File: src/rtl/seg_pkg.sv
// Shared definitions for the display scan driver: default timing constants,
// the per-slot state type and the digit-count derivation.
package seg_pkg;

    localparam int unsigned DefDataW      = 8;
    localparam int unsigned DefRefreshDiv = 4096;
    localparam int unsigned DefGuard      = 16;

    typedef enum logic {
        StGuard,
        StDrive
    } slot_state_e;

    function automatic int unsigned num_digits(input int unsigned data_w);
        return data_w / 4;
    endfunction

endpackage

File: src/rtl/seg_lzb_mask.sv
// Leading-zero blanking mask: bit k is set when digit k and every more
// significant nibble are zero. Digit 0 is never blanked.
module seg_lzb_mask
    import seg_pkg::*;
#(
    parameter int unsigned DATA_W     = DefDataW,
    localparam int unsigned NUM_DIGITS = num_digits(DATA_W)
) (
    input  logic [DATA_W-1:0]     disp_i,
    input  logic                  lzb_en_i,
    output logic [NUM_DIGITS-1:0] blank_mask_o
);

    logic zero_run;

    // Walk from the most significant nibble down; the run breaks at the first nonzero.
    always_comb begin
        blank_mask_o = '0;
        zero_run     = 1'b1;
        for (int k = NUM_DIGITS - 1; k > 0; k--) begin
            zero_run        = zero_run && (disp_i[4*k +: 4] == 4'h0);
            blank_mask_o[k] = lzb_en_i && zero_run;
        end
    end

endmodule

File: src/rtl/seg_scan_driver.sv
// Time-multiplexed hex display scanner: double-buffers a loaded word and
// presents one nibble per slot with a matching active-low digit enable.
module seg_scan_driver
    import seg_pkg::*;
#(
    parameter int unsigned DATA_W      = DefDataW,
    parameter int unsigned REFRESH_DIV = DefRefreshDiv,
    parameter int unsigned GUARD       = DefGuard,
    localparam int unsigned NUM_DIGITS  = num_digits(DATA_W)
) (
    input  logic                  clk,
    input  logic                  rst_n,
    input  logic                  load,
    input  logic [DATA_W-1:0]     data_in,
    input  logic                  lzb_en,
    output logic [3:0]            nibble,
    output logic [NUM_DIGITS-1:0] digit_en_n,
    output logic                  frame_done
);

    localparam int unsigned CntW = (REFRESH_DIV > 1) ? $clog2(REFRESH_DIV) : 1;
    localparam int unsigned IdxW = (NUM_DIGITS > 1) ? $clog2(NUM_DIGITS) : 1;
    localparam logic [CntW-1:0] SlotLast = CntW'(REFRESH_DIV - 1);
    localparam logic [IdxW-1:0] IdxLast  = IdxW'(NUM_DIGITS - 1);

    logic [CntW-1:0]       slot_cnt_q, slot_cnt_d;
    logic [IdxW-1:0]       digit_idx_q, digit_idx_d;
    logic [DATA_W-1:0]     pend_q, pend_d;
    logic                  pend_vld_q, pend_vld_d;
    logic [DATA_W-1:0]     disp_q, disp_d;
    logic [3:0]            nibble_q, nibble_d;
    logic [NUM_DIGITS-1:0] digit_en_n_q, digit_en_n_d;
    logic                  frame_done_q, frame_done_d;

    logic                  slot_last;
    logic                  frame_end;
    logic [NUM_DIGITS-1:0] blank_mask;
    slot_state_e           slot_state;

    assign slot_last = (slot_cnt_q == SlotLast);
    assign frame_end = slot_last && (digit_idx_q == IdxLast);

    if (GUARD == 0) begin : g_no_guard
        assign slot_state = StDrive;
    end else begin : g_guard
        localparam logic [CntW-1:0] GuardCnt = CntW'(GUARD);
        assign slot_state = (slot_cnt_q < GuardCnt) ? StGuard : StDrive;
    end

    seg_lzb_mask #(
        .DATA_W (DATA_W)
    ) u_lzb_mask (
        .disp_i       (disp_q),
        .lzb_en_i     (lzb_en),
        .blank_mask_o (blank_mask)
    );

    always_comb begin
        slot_cnt_d  = slot_cnt_q + 1'b1;
        digit_idx_d = digit_idx_q;
        if (slot_last) begin
            slot_cnt_d  = '0;
            digit_idx_d = (digit_idx_q == IdxLast) ? '0 : digit_idx_q + 1'b1;
        end
    end

    // A load on the frame-end cycle bypasses the pending buffer so it is not delayed a frame.
    always_comb begin
        pend_d     = pend_q;
        pend_vld_d = pend_vld_q;
        disp_d     = disp_q;
        if (load) begin
            pend_d     = data_in;
            pend_vld_d = 1'b1;
        end
        if (frame_end) begin
            if (load) begin
                disp_d = data_in;
            end else if (pend_vld_q) begin
                disp_d = pend_q;
            end
            pend_vld_d = 1'b0;
        end
    end

    always_comb begin
        nibble_d     = 4'(disp_q >> {digit_idx_q, 2'b00});
        digit_en_n_d = '1;
        unique case (slot_state)
            StGuard: digit_en_n_d = '1;
            StDrive: begin
                if (!blank_mask[digit_idx_q]) begin
                    digit_en_n_d = ~(NUM_DIGITS'(1) << digit_idx_q);
                end
            end
        endcase
        // Registered so the pulse lines up with the cycle the counters sit at frame end.
        frame_done_d = (slot_cnt_d == SlotLast) && (digit_idx_d == IdxLast);
    end

    always_ff @(posedge clk or negedge rst_n) begin
        if (!rst_n) begin
            slot_cnt_q   <= '0;
            digit_idx_q  <= '0;
            pend_q       <= '0;
            pend_vld_q   <= 1'b0;
            disp_q       <= '0;
            nibble_q     <= 4'h0;
            digit_en_n_q <= '1;
            frame_done_q <= 1'b0;
        end else begin
            slot_cnt_q   <= slot_cnt_d;
            digit_idx_q  <= digit_idx_d;
            pend_q       <= pend_d;
            pend_vld_q   <= pend_vld_d;
            disp_q       <= disp_d;
            nibble_q     <= nibble_d;
            digit_en_n_q <= digit_en_n_d;
            frame_done_q <= frame_done_d;
        end
    end

    assign nibble     = nibble_q;
    assign digit_en_n = digit_en_n_q;
    assign frame_done = frame_done_q;

endmodule

File: config.mk
export PLATFORM = sky130hd
export DESIGN_NAME = seg_scan_driver
export DESIGN_NICKNAME = d
export VERILOG_FILES = /design/src/rtl/seg_pkg.sv /design/src/rtl/seg_lzb_mask.sv /design/src/rtl/seg_scan_driver.sv
export SDC_FILE = /design/constraint.sdc
export NUM_CORES = 1
export LEC_CHECK = 0
export ABC_AREA = 1
export CAP_MARGIN = 20
export CORE_ASPECT_RATIO = 1.2
export CORE_UTILIZATION = 59
export DETAILED_ROUTE_END_ITERATION = 6
export PLACE_DENSITY = 0.85
export SYNTH_ARGS = -nofsm -noshare
export SYNTH_HDL_FRONTEND = slang
export SYNTH_HIERARCHICAL = 1
export SYNTH_SLANG_ARGS = --single-unit
File: constraint.sdc
create_clock -name clk -period 4.4 [get_ports clk]
set_clock_uncertainty 0.15 [all_clocks]
set_input_delay 1.1 -clock clk [delete_from_list [all_inputs] [get_ports clk]]
set_output_delay 1.1 -clock clk [all_outputs]
set_load 0.02 [all_outputs]
* Word level (Yosys, flattened, before mapping) *
Index checks and enable logic that the tools add are counted.

operators by class
  add/subtract/negate cells = 2
  $mul = 0
  div/mod/pow operators = 0
  $lt $le $gt $ge = 2
  equal/unequal tests = 2
  shifts and indexed selects = 2
  multiplexer cells = 12
  bitwise logic cells = 1
  reductions and logical operators = 7

operator list
  kind                   count
  $eq 12x12->1 const B   2
  $mux 8                 2
  $add 12x1->12 const B  1
  $lt 12x5->1 const B    1
  $mux 12                1
  $shr 8x3->4            1
  $mux 1                 7
  $logic_not 4->1        1
  $pmux 2 s2             1
  $reduce_bool 2->1      2
  $logic_and 1x1->1      3
  $lt 1x2->1 const B     1
  $mux 2                 1
  $not 2->2              1
  $reduce_and 2->1       1
  $shl 1x1->2 const A    1
  $add 1x1->1 const B    1

storage, ports and cells
  register bits = 37
  bits in latches = 0
  bits in writable memories = 0
  ROM bits = 0
  input port bits = 12
  output and inout bits = 7
  logic and storage cells = 36
  memories kept = 0

* Depth between registers and ports, before layout *
Gate-level depths: netlist (run 1).

  depth after elaboration = 6
  mapped depth = 12
  depth with buffers taken out = 12

* By module *
Netlist (run 1), hierarchy kept.

modules (own cells, without submodules)
  module           instances  cells each  area each (µm²)  sequential area each (µm²)
  seg_scan_driver  1          199         1654.1           928.4
  seg_lzb_mask     1          8           33.8             0.0

* Least setup slack after synthesis (run 1) *
OpenSTA, ideal clock, no wires.

  path kind = input -> register
  start = input load
  end = register disp_q[5]
  setup time = 0.127 ns
  arrival time = 1.797 ns
  required time = 4.123 ns
  slack = 2.326 ns
  stages = 5
  path buffers = 2
  cell sequence = buf_2 -> nor2_1 -> nor2_2 -> buf_2 -> a31oi_1

on the way
  longest elaborated chain between the ends = 2
  elaborated cells between the ends (all ways) = 3
  those cells by class = mux: 1; reduce/logical: 2

RTL lines
  what                         RTL line                text
  from (decl)                  seg_scan_driver.sv:13   input logic load,
  $reduce_bool 2->1 (no line)  n/a
  $reduce_and 2->1 (no line)   n/a
  to (signal assigned)         seg_scan_driver.sv:116  disp_q <= disp_d;
  to (decl)                    seg_scan_driver.sv:30   logic [DATA_W-1:0] disp_q, disp_d;

Several ways; a longest one is shown, not always the timed one.
A chain may end at the register's enable or synchronous reset.

* Worst setup path in the final report (run 1) *
  start = register digit_en_n_q[1] (netlist: digit_en_n[1])
  end = output digit_en_n[1]

RTL lines
  what                    RTL line                text
  from (decl)             seg_scan_driver.sv:32   logic [NUM_DIGITS-1:0] digit_en_n_q, digit_en_n_d;
  from (signal assigned)  seg_scan_driver.sv:118  digit_en_n_q <= digit_en_n_d;
  to (decl)               seg_scan_driver.sv:17   output logic [NUM_DIGITS-1:0] digit_en_n,

No word-level cell between the ends.

==> impl_metrics.csv, run 1 <==
group,metric,value,unit
finish,nets,244,
synth,synth_area_per_cell,8.154,um2
timing,finalHoldViolCount,0,
clock_network,post-cts-setup-buffer-count,0,
die,die_w,50.83,um
detailed_routing,drc,0,
global_routing,grt_pass1_vias,1291,
pwr,swShare,0.2292,
worst_setup_path,crit_buf_inv,1,
worst_setup_path,crit_type,"flip-flop to primary output",
hold_path,hold_end,"pend_q[5]",
synth,muxShareOfSynthArea,0,
detailed_routing,dr.pass1.iters,4,
worst_setup_path,rr_startpoint,"slot_cnt_q[1]",
worst_setup_path,cp_slowest_cell,"clkdlybuf4s50_1",
worst_setup_path,cp_max_fo,1,
synth,syn-instance-count,207,
finish,n_antenna_cell,0,
clock_network,numCtsBuffers,5,
global_routing,grt_util_all_layers,0.2524,
synth,synth_common_cells,"nand2_1, dfrtp_1, inv_1",
status,status,"complete, no violations",
die,io_pins,19,
clock_network,tritoncts,"built",
finish,fill_cells,200,
hold_path,hold_path_class,"flip-flop to flip-flop",
synth,synth_edf_count,0,
detailed_routing,ant_nets,0,
worst_setup_path,cpLargestDelayFamily,"buffers and inverters",
timing,worst_slack,1.698,ns
pwr,p_clk_frac,0.332,
worst_setup_path,cp.required,3.15,ns
finish,instances_no_fill,263,
timing,finalCritPeriodShare,0.6141,
pwr,share_seq_of_total_power,0.592,
timing,rsz0062_at_grt,"false",
detailed_routing,wl_per_cell,11.98,um
global_routing,grt_pass1_wl,5589,um
worst_setup_path,critPathLaunchType,"flip-flop",
worst_setup_path,worstRegToRegCells,12,
pwr,power.internal,0.4673,mW
worst_setup_path,endpoint_kind,"primary output",
pwr,p_leak,0.9971,nW
flow_run,maxCapViolations,0,
clock_network,cts_max_level,2,
synth,synth-xor-area-share,0,
pwr,p_sw,0.1390,mW
detailed_routing,drtIter0Drc,55,
pwr,power_density,308.4,mW/mm2
synth,synth.most_common_cell,"nand2_1",
detailed_routing,totalWireLength,3150,um
finish,area_growth_syn_to_layout,16.46,%
timing,setup_viol,0,
synth,ys_seq_elements,37,
timing,finalSetupTns,0,ns
synth,synthArstFlopShare,1.000,
synth,synth_top_area_cell,"dfrtp_1",
clock_network,cts_resized,0,
timing,min_period,2.702,ns
placement,hpwl,2365,um
synth,synth-compound-area-share,0.05856,
synth,synthAdderAreaFrac,0.02224,
clock_network,clock_latency,0.33,ns
finish,stdcell_area,0.001966,mm2
synth,syn_area,0.001688,mm2
synth,syn_nets,222,
clock_network,clk_path_buf_depth,2,
clock_network,clkTransAtPathRegs,0.11,ns
worst_setup_path,r2r_slack,1.95,ns
finish,drive_gt1_frac,0.09130,
hold_path,worstHoldStart,"pend_q[5]",
placement,pre_cts_ws,1.609,ns
synth,yosys-top-cells-area,"dfrtp_1, nand2_1, inv_1, nor2_1, nand3_1",
synth,yosys.area.top_type_share,0.5189,
clock_network,root_buffer,"clkbuf_4",
clock_network,cts_sinks,37,
global_routing,antenna_found_initial,0,
placement,place.gp.congestion,0.8477,
synth,ys_types,23,
detailed_routing,vias,1361,
detailed_routing,viasPerCell,5.175,
placement,place_area,0.001896,mm2
die,num_rows,20,
worst_setup_path,crit_arrival,1.45,ns
die,core-area,0.002628,mm2
pwr,power_frac_comb,0.076,
worst_setup_path,rr_endpoint,"frame_done",
timing,slew_viol_final,0,
synth,synth-main-ff-cell,"dfrtp_1",
timing,fmaxAchievable,370.1,MHz
placement,placed_cells_incl_taps,255,
hold_path,min_path_cells,2,
pwr,max-vdd-ir-drop,292.3,uV
synth,synth_top_family_by_area,"simple AND/OR/NAND/NOR gates",
synth,seq_area_frac_synth,0.5500,
die,fp.dieH,60.59,um
die,die_area,0.003079,mm2
worst_setup_path,path_cells,"clkdlybuf4s50_1",
pwr,p_total,0.6062,mW
global_routing,grt_remaining_overflow,0,
clock_network,hold_buffers,0,
global_routing,grt_max_degree,38,
synth,synthSimpleGateAreaFrac,0.2876,
die,start_util,0.6424,
synth,yosysWarnings,6,
placement,port_buffers,18,
worst_setup_path,critPathMaxStageDelay,0.59,ns
## per-layer routing
metal	vias to the layer above	part of all wire	global-route usage
met2	42	0.50	0.4190
li1	680	-	-
met1	635	0.45	0.3069
met3	4	0.043	0.05764
met5	-	0	0
met4	0	0.0083	0.1429
## metrics by stage
stage                     utilization  hold slack, ns
after CTS                      0.7481          0.3393
final                          0.7481          0.3339
after global placement         0.7214          0.3108
after floorplan                     -          0.2874
after global routing           0.7481          0.3507
after detailed placement       0.7214          0.3158
## power groups by stage
stage | Combinational (mW) | Sequential, mW | Clock (mW)
floorplan | 0.0167 | 0.368 | 0
global placement | 0.0451 | 0.365 | 0
detailed placement | 0.0467 | 0.366 | 0
CTS | 0.0471 | 0.359 | 0.205
global route | 0.0531 | 0.360 | 0.220
finish | 0.0462 | 0.359 | 0.201
## cells in the final DEF (no fill, tap or decap)
master and instances:
clkdlybuf4s50_1 18, clkbuf_8 2, nor2_4 2, nand2_1 68, o21bai_2 1, a31oi_1 4
nor2_1 24, nor2_2 3, o21ai_1 2, nor4_1 2, nand2_2 3, nor3_1 1
clkbuf_4 5, dfrtp_1 35, nand3b_1 1, o21bai_1 1, ha_1 3, inv_1 29
o21ai_0 9, inv_2 1, clkinv_2 1, dfstp_2 2, conb_1 1, nand3_1 11
buf_4 1
## logic make-up after synthesis
family | count (synthesis)
adder cells (fa/ha/maj) | 3
AO/OA/AOI/OAI | 17
other | 1
buffers and inverters | 34
flip-flops | 37
AND/OR/NAND/NOR | 115
## area by class of cell
type / count / area [um2] / share of cell area
Clock buffer: 7 / 65.06 / 0.03310
Clock inverter: 1 / 5.005 / 0.002546
Inverter: 30 / 112.6 / 0.05729
Multi-Input combinational cell: 136 / 625.6 / 0.3183
Sequential cell: 37 / 928.4 / 0.4723
Tap cell: 33 / 41.29 / 0.02101
Timing Repair Buffer: 19 / 187.7 / 0.09548
## worst max-delay path by stage
| stage | depth (start not counted) | slack [ns] | end | startpoint |
|---|---|---|---|---|
| 4_1_cts | 1 | 1.68 | digit_en_n[1] | digit_en_n[1] |
| 5_1_grt | 1 | 1.63 | digit_en_n[1] | digit_en_n[1] |
| 6_report | 1 | 1.70 | digit_en_n[1] | digit_en_n[1] |
| 2_1_floorplan | 5 | 2.33 | disp_q[5] | load |
| 3_3_place_gp | 5 | 1.72 | disp_q[6] | load |
| 3_5_place_dp | 4 | 1.61 | disp_q[3] | load |
## flip-flops by register name, indices dropped and copies added, names as in the netlist
register	count
digit_idx_q	1
disp_q	8
pend_q	8
digit_en_n	2
slot_cnt_q	12
nibble	4
pend_vld_q	1
frame_done	1
(Power assumes the default switching activity.)
==> run 2, diff against run 1 <==
CORE_UTILIZATION = 55   (was 59)
PLACE_DENSITY = 0.8   (was 0.85)
clock period = 2.5 ns   (was 4.4 ns; I/O delays follow)
==> run 2 against run 1 <==
Non-clock buffer count is 2 higher; first-iteration DRC count shrank 33%; power increased by 76%; die area up 7.0%; highest routed layer unchanged.
==> impl_metrics.csv, run 2 (synthesized netlist as in run 1, its figures left out) <==
group,metric,value,unit
finish,stdcell_area,0.001982,mm2
flow_run,maxCapViolations,0,
clock_network,clkTransAtPathRegs,0.11,ns
die,io_pins,19,
worst_setup_path,crit_arrival,1.45,ns
timing,finalCritPeriodShare,0.8917,
detailed_routing,drtIter0Drc,37,
clock_network,hold_buffers,0,
pwr,p_sw,0.2434,mW
finish,nets,246,
clock_network,tritoncts,"built",
hold_path,worstHoldStart,"pend_q[0]",
global_routing,grt_util_all_layers,0.2307,
placement,place_area,0.001912,mm2
worst_setup_path,cp_slowest_cell,"clkdlybuf4s50_1",
timing,slew_viol_final,0,
finish,n_antenna_cell,0,
worst_setup_path,cp_max_fo,1,
clock_network,cts_max_level,2,
finish,final_common_cell,"nand2_1",
clock_network,cts_resized,0,
timing,rsz0062_at_grt,"false",
die,num_rows,21,
clock_network,numCtsBuffers,5,
finish,largest_register_ffs,12,
global_routing,antenna_found_initial,0,
placement,placed_cells_incl_taps,258,
pwr,p_leak,1.006,nW
global_routing,grt_remaining_overflow,0,
detailed_routing,ant_nets,0,
placement,port_buffers,18,
finish,reg_top3,"slot_cnt_q: 12 flops, disp_q: 8 flops, pend_q: 8 flops",
die,start_util,0.5893,
global_routing,grt_pass1_wl,5499,um
detailed_routing,vias,1343,
timing,fmaxAchievable,448.6,MHz
timing,setup_viol,0,
worst_setup_path,crit_type,"flip-flop to primary output",
finish,area_growth_syn_to_layout,17.42,%
finish,instances_no_fill,266,
status,status,"complete, no violations",
pwr,share_seq_of_total_power,0.593,
clock_network,cts_sinks,37,
timing,min_period,2.229,ns
clock_network,root_buffer,"clkbuf_4",
worst_setup_path,crit_buf_inv,1,
pwr,power_density,538.2,mW/mm2
pwr,p_total,1.067,mW
pwr,swShare,0.2282,
worst_setup_path,critPathLaunchType,"flip-flop",
timing,worst_slack,0.2706,ns
detailed_routing,viasPerCell,5.049,
global_routing,grt_pass1_vias,1314,
timing,finalHoldViolCount,0,
worst_setup_path,critPathMaxStageDelay,0.59,ns
finish,drive_gt1_frac,0.09914,
detailed_routing,dr.pass1.iters,4,
pwr,p_clk_frac,0.333,
worst_setup_path,cp.required,1.73,ns
detailed_routing,drc,0,
finish,fin_util,0.6920,
global_routing,grt_max_degree,38,
finish,fill_cells,219,
pwr,power_frac_comb,0.075,
die,core-area,0.002864,mm2
worst_setup_path,worstSetupStartpoint,"digit_en_n[1]",
timing,holdWs,0.3301,ns
worst_setup_path,rr_startpoint,"slot_cnt_q[1]",
placement,hpwl,2346,um
clock_network,post-cts-setup-buffer-count,0,
clock_network,clk_path_buf_depth,2,
finish,final_cell_mix,"nand2_1, dfrtp_1, inv_1, nor2_1, clkdlybuf4s50_1",
timing,finalSetupTns,0,ns
die,die_w,52.57,um
finish,top_register,"slot_cnt_q",
placement,pre_cts_ws,0.3223,ns
clock_network,clock_latency,0.33,ns
detailed_routing,wl_per_cell,11.50,um
pwr,max-vdd-ir-drop,557.7,uV
worst_setup_path,endpoint_kind,"primary output",
detailed_routing,totalWireLength,3059,um
hold_path,hold_path_class,"flip-flop to flip-flop",
die,fp.dieH,62.69,um
placement,place.gp.congestion,0.9378,
pwr,power.internal,0.8232,mW
die,die_area,0.003295,mm2
worst_setup_path,path_cells,"clkdlybuf4s50_1",
worst_setup_path,cpLargestDelayFamily,"buffers and inverters",
-- run 2: changes by cell type in the layout (fill, tap and decap cells not counted), sizes merged --
cell / delta
buf: +2
-- run 2: power by group through the flow --
stage	Combinational [mW]	Clock, mW	Sequential [mW]
after detailed placement	0.0818	0	0.644
after floorplan	0.0294	0	0.648
after global routing	0.0917	0.395	0.634
after CTS	0.0819	0.363	0.632
after global placement	0.0791	0	0.643
final	0.0797	0.355	0.632
-- run 2: layer usage --
layer  up-vias  GRT usage  wire length [um]
met5         -          0                 0
met4         0    0.07566                48
met3         6    0.07543               139
met2        32     0.3829              1561
met1       624     0.2756              1311
li1        681          -                 -
-- run 2: layout make-up --
type	count	area [um2]	area share
inverter	30	112.6	0.05682
multi-input combinational	136	625.6	0.3157
clock buffer	7	65.06	0.03283
timing repair buffer	21	202.7	0.1023
sequential	37	928.4	0.4684
tap	34	42.54	0.02146
clock inverter	1	5.005	0.002525
-- run 2: final timing paths --
kind                                   to  cells past startpoint  slack (ns)
setup / recovery            digit_en_n[1]                      1        0.27
hold / removal                  pend_q[0]                      2        0.33
setup reg to reg                disp_q[6]                     10        0.29
hold reg to reg                 pend_q[0]                      2        0.33
max in group asynchronous   digit_en_n[1]                      2        1.32
min in group asynchronous  slot_cnt_q[10]                      2        0.54
==> run 3, diff against run 2 <==
clock period = 2.4 ns   (was 2.5 ns; I/O delays follow)
==> run 3 against run 2 <==
Sequential power grew 4.3%; combinational power grew 6.9%; sequential share of layout area shrank 0.58 points; design area grew 1.3%; clock power grew 29%; hold slack gained 0.0038 ns; register-to-register slack lost 0.04 ns; flip-flop and latch count is the same; critical path type unchanged.
==> impl_metrics.csv, run 3 (synthesized netlist as in run 1, its figures left out) <==
group,metric,value,unit
die,die_area,0.003295,mm2
global_routing,grt_max_degree,38,
clock_network,cts_max_level,2,
placement,port_buffers,18,
die,num_rows,21,
worst_setup_path,endpoint_kind,"primary output",
worst_setup_path,crit_arrival,1.46,ns
detailed_routing,drc,0,
finish,fill_cells,232,
die,die_w,52.57,um
die,fp.dieH,62.69,um
pwr,p_leak,1.017,nW
global_routing,grt_pass1_vias,1364,
detailed_routing,ant_nets,0,
global_routing,grt_remaining_overflow,0,
hold_path,worstHoldStart,"pend_q[4]",
finish,fin_util,0.7007,
finish,final_common_cell,"nand2_1",
die,core-area,0.002864,mm2
detailed_routing,dr.pass1.iters,5,
clock_network,root_buffer,"clkbuf_4",
global_routing,grt_pass1_wl,5782,um
worst_setup_path,path_cells,"clkdlybuf4s50_1",
pwr,max-vdd-ir-drop,526.4,uV
die,start_util,0.5893,
pwr,power.internal,0.9365,mW
clock_network,clkTransAtPathRegs,0.11,ns
finish,drive_gt1_frac,0.1030,
clock_network,clock_latency,0.35,ns
global_routing,grt_util_all_layers,0.2461,
hold_path,hold_end,"pend_q[4]",
worst_setup_path,cpLargestDelayFamily,"buffers and inverters",
worst_setup_path,cp_slowest_cell,"clkdlybuf4s50_1",
finish,n_antenna_cell,0,
hold_path,min_path_cells,2,
pwr,p_clk_frac,0.382,
worst_setup_path,r2r_slack,0.25,ns
worst_setup_path,critPathMaxStageDelay,0.59,ns
finish,regArea,928.4,um2
worst_setup_path,worstSetupStartpoint,"digit_en_n[1]",
clock_network,tritoncts,"built",
detailed_routing,vias,1359,
detailed_routing,viasPerCell,5.090,
finish,multi_input_area,628.1,um2
clock_network,cts_sinks,37,
detailed_routing,totalWireLength,3353,um
pwr,p_sw,0.2664,mW
finish,instances_no_fill,267,
status,status,"complete, no violations",
timing,fmaxAchievable,452.1,MHz
pwr,swShare,0.2215,
worst_setup_path,rr_endpoint,"frame_done",
pwr,p_total,1.203,mW
worst_setup_path,cp_max_fo,1,
flow_run,maxCapViolations,0,
timing,rsz0062_at_grt,"false",
timing,finalHoldViolCount,0,
finish,final_cell_mix,"nand2_1, dfrtp_1, inv_1, nor2_1, clkdlybuf4s50_1",
detailed_routing,drtIter0Drc,53,
die,io_pins,19,
clock_network,post-cts-setup-buffer-count,0,
worst_setup_path,cp.required,1.65,ns
timing,setup_viol,0,
finish,nets,247,
timing,finalCritPeriodShare,0.9216,
worst_setup_path,worstRegToRegCells,12,
pwr,share_seq_of_total_power,0.548,
worst_setup_path,critPathLaunchType,"flip-flop",
timing,min_period,2.212,ns
hold_path,hold_path_class,"flip-flop to flip-flop",
placement,place.gp.congestion,0.8642,
detailed_routing,wl_per_cell,12.56,um
worst_setup_path,crit_buf_inv,1,
finish,reg_top3,"slot_cnt_q: 12 flops, disp_q: 8 flops, pend_q: 8 flops",
finish,area_growth_syn_to_layout,18.90,%
placement,hpwl,2498,um
worst_setup_path,crit_type,"flip-flop to primary output",
finish,top_register,"slot_cnt_q",
timing,finalSetupTns,0,ns
pwr,power_frac_comb,0.071,
timing,slew_viol_final,0,
finish,largest_register_ffs,12,
pwr,power_density,599.4,mW/mm2
worst_setup_path,rr_startpoint,"slot_cnt_q[1]",
placement,placed_cells_incl_taps,259,
clock_network,numCtsBuffers,5,
global_routing,antenna_found_initial,0,
clock_network,clk_path_buf_depth,2,
run 3: worst max-delay path by stage:
stage          depth (start not counted)             to  slack, ns
2_1_floorplan                         12     frame_done       0.38
3_3_place_gp                          12     frame_done       0.38
3_5_place_dp                          12     frame_done       0.25
4_1_cts                                1  digit_en_n[1]       0.17
5_1_grt                               12     frame_done       0.05
6_report                               1  digit_en_n[1]       0.19
run 3: cell type report:
class / instances / share of cell area
repair buffers: 22 / 0.1047
clock buffers: 7 / 0.02743
flip-flops and latches: 37 / 0.4626
well taps: 34 / 0.02120
inverters: 30 / 0.05611
clock inverters: 1 / 0.01496
multi-input cells: 136 / 0.3130
run 3: repair_timing:
action                     in CTS  in global routing
gates resized for setup         0                  1
setup endpoints to repair       0                  1
hold buffers                    0                  0
hold endpoints to repair        0                  0
run 3: power groups by stage:
stage	clock network (mW)	registers, mW	logic (mW)
finish	0.459	0.659	0.0852
global route	0.483	0.661	0.0962
CTS	0.466	0.659	0.0871
detailed placement	0	0.671	0.0864
global placement	0	0.670	0.0824
floorplan	0	0.675	0.0306
run 3: routing by layer:
layer  share of wire  up-vias  wire (um)  track usage
met2            0.53       36       1770       0.4098
met5               0        -          0            0
li1                -      683          -            -
met4           0.023        0         76       0.1382
met1            0.40      633       1344       0.2705
met3           0.048        7        161      0.07056
run 3: metrics by stage:
| step | instance area, um2 | setup slack (ns) | hold slack, ns |
|---|---|---|---|
| 2_1_floorplan | 1688 | 0.3798 | 0.1544 |
| 3_3_place_gp | 1919 | 0.3785 | 0.3020 |
| 3_5_place_dp | 1919 | 0.2451 | 0.3076 |
| 4_1_cts | 2004 | 0.1653 | 0.3351 |
| 5_1_grt | 2007 | 0.04936 | 0.3518 |
| 6_report | 2007 | 0.1882 | 0.3339 |
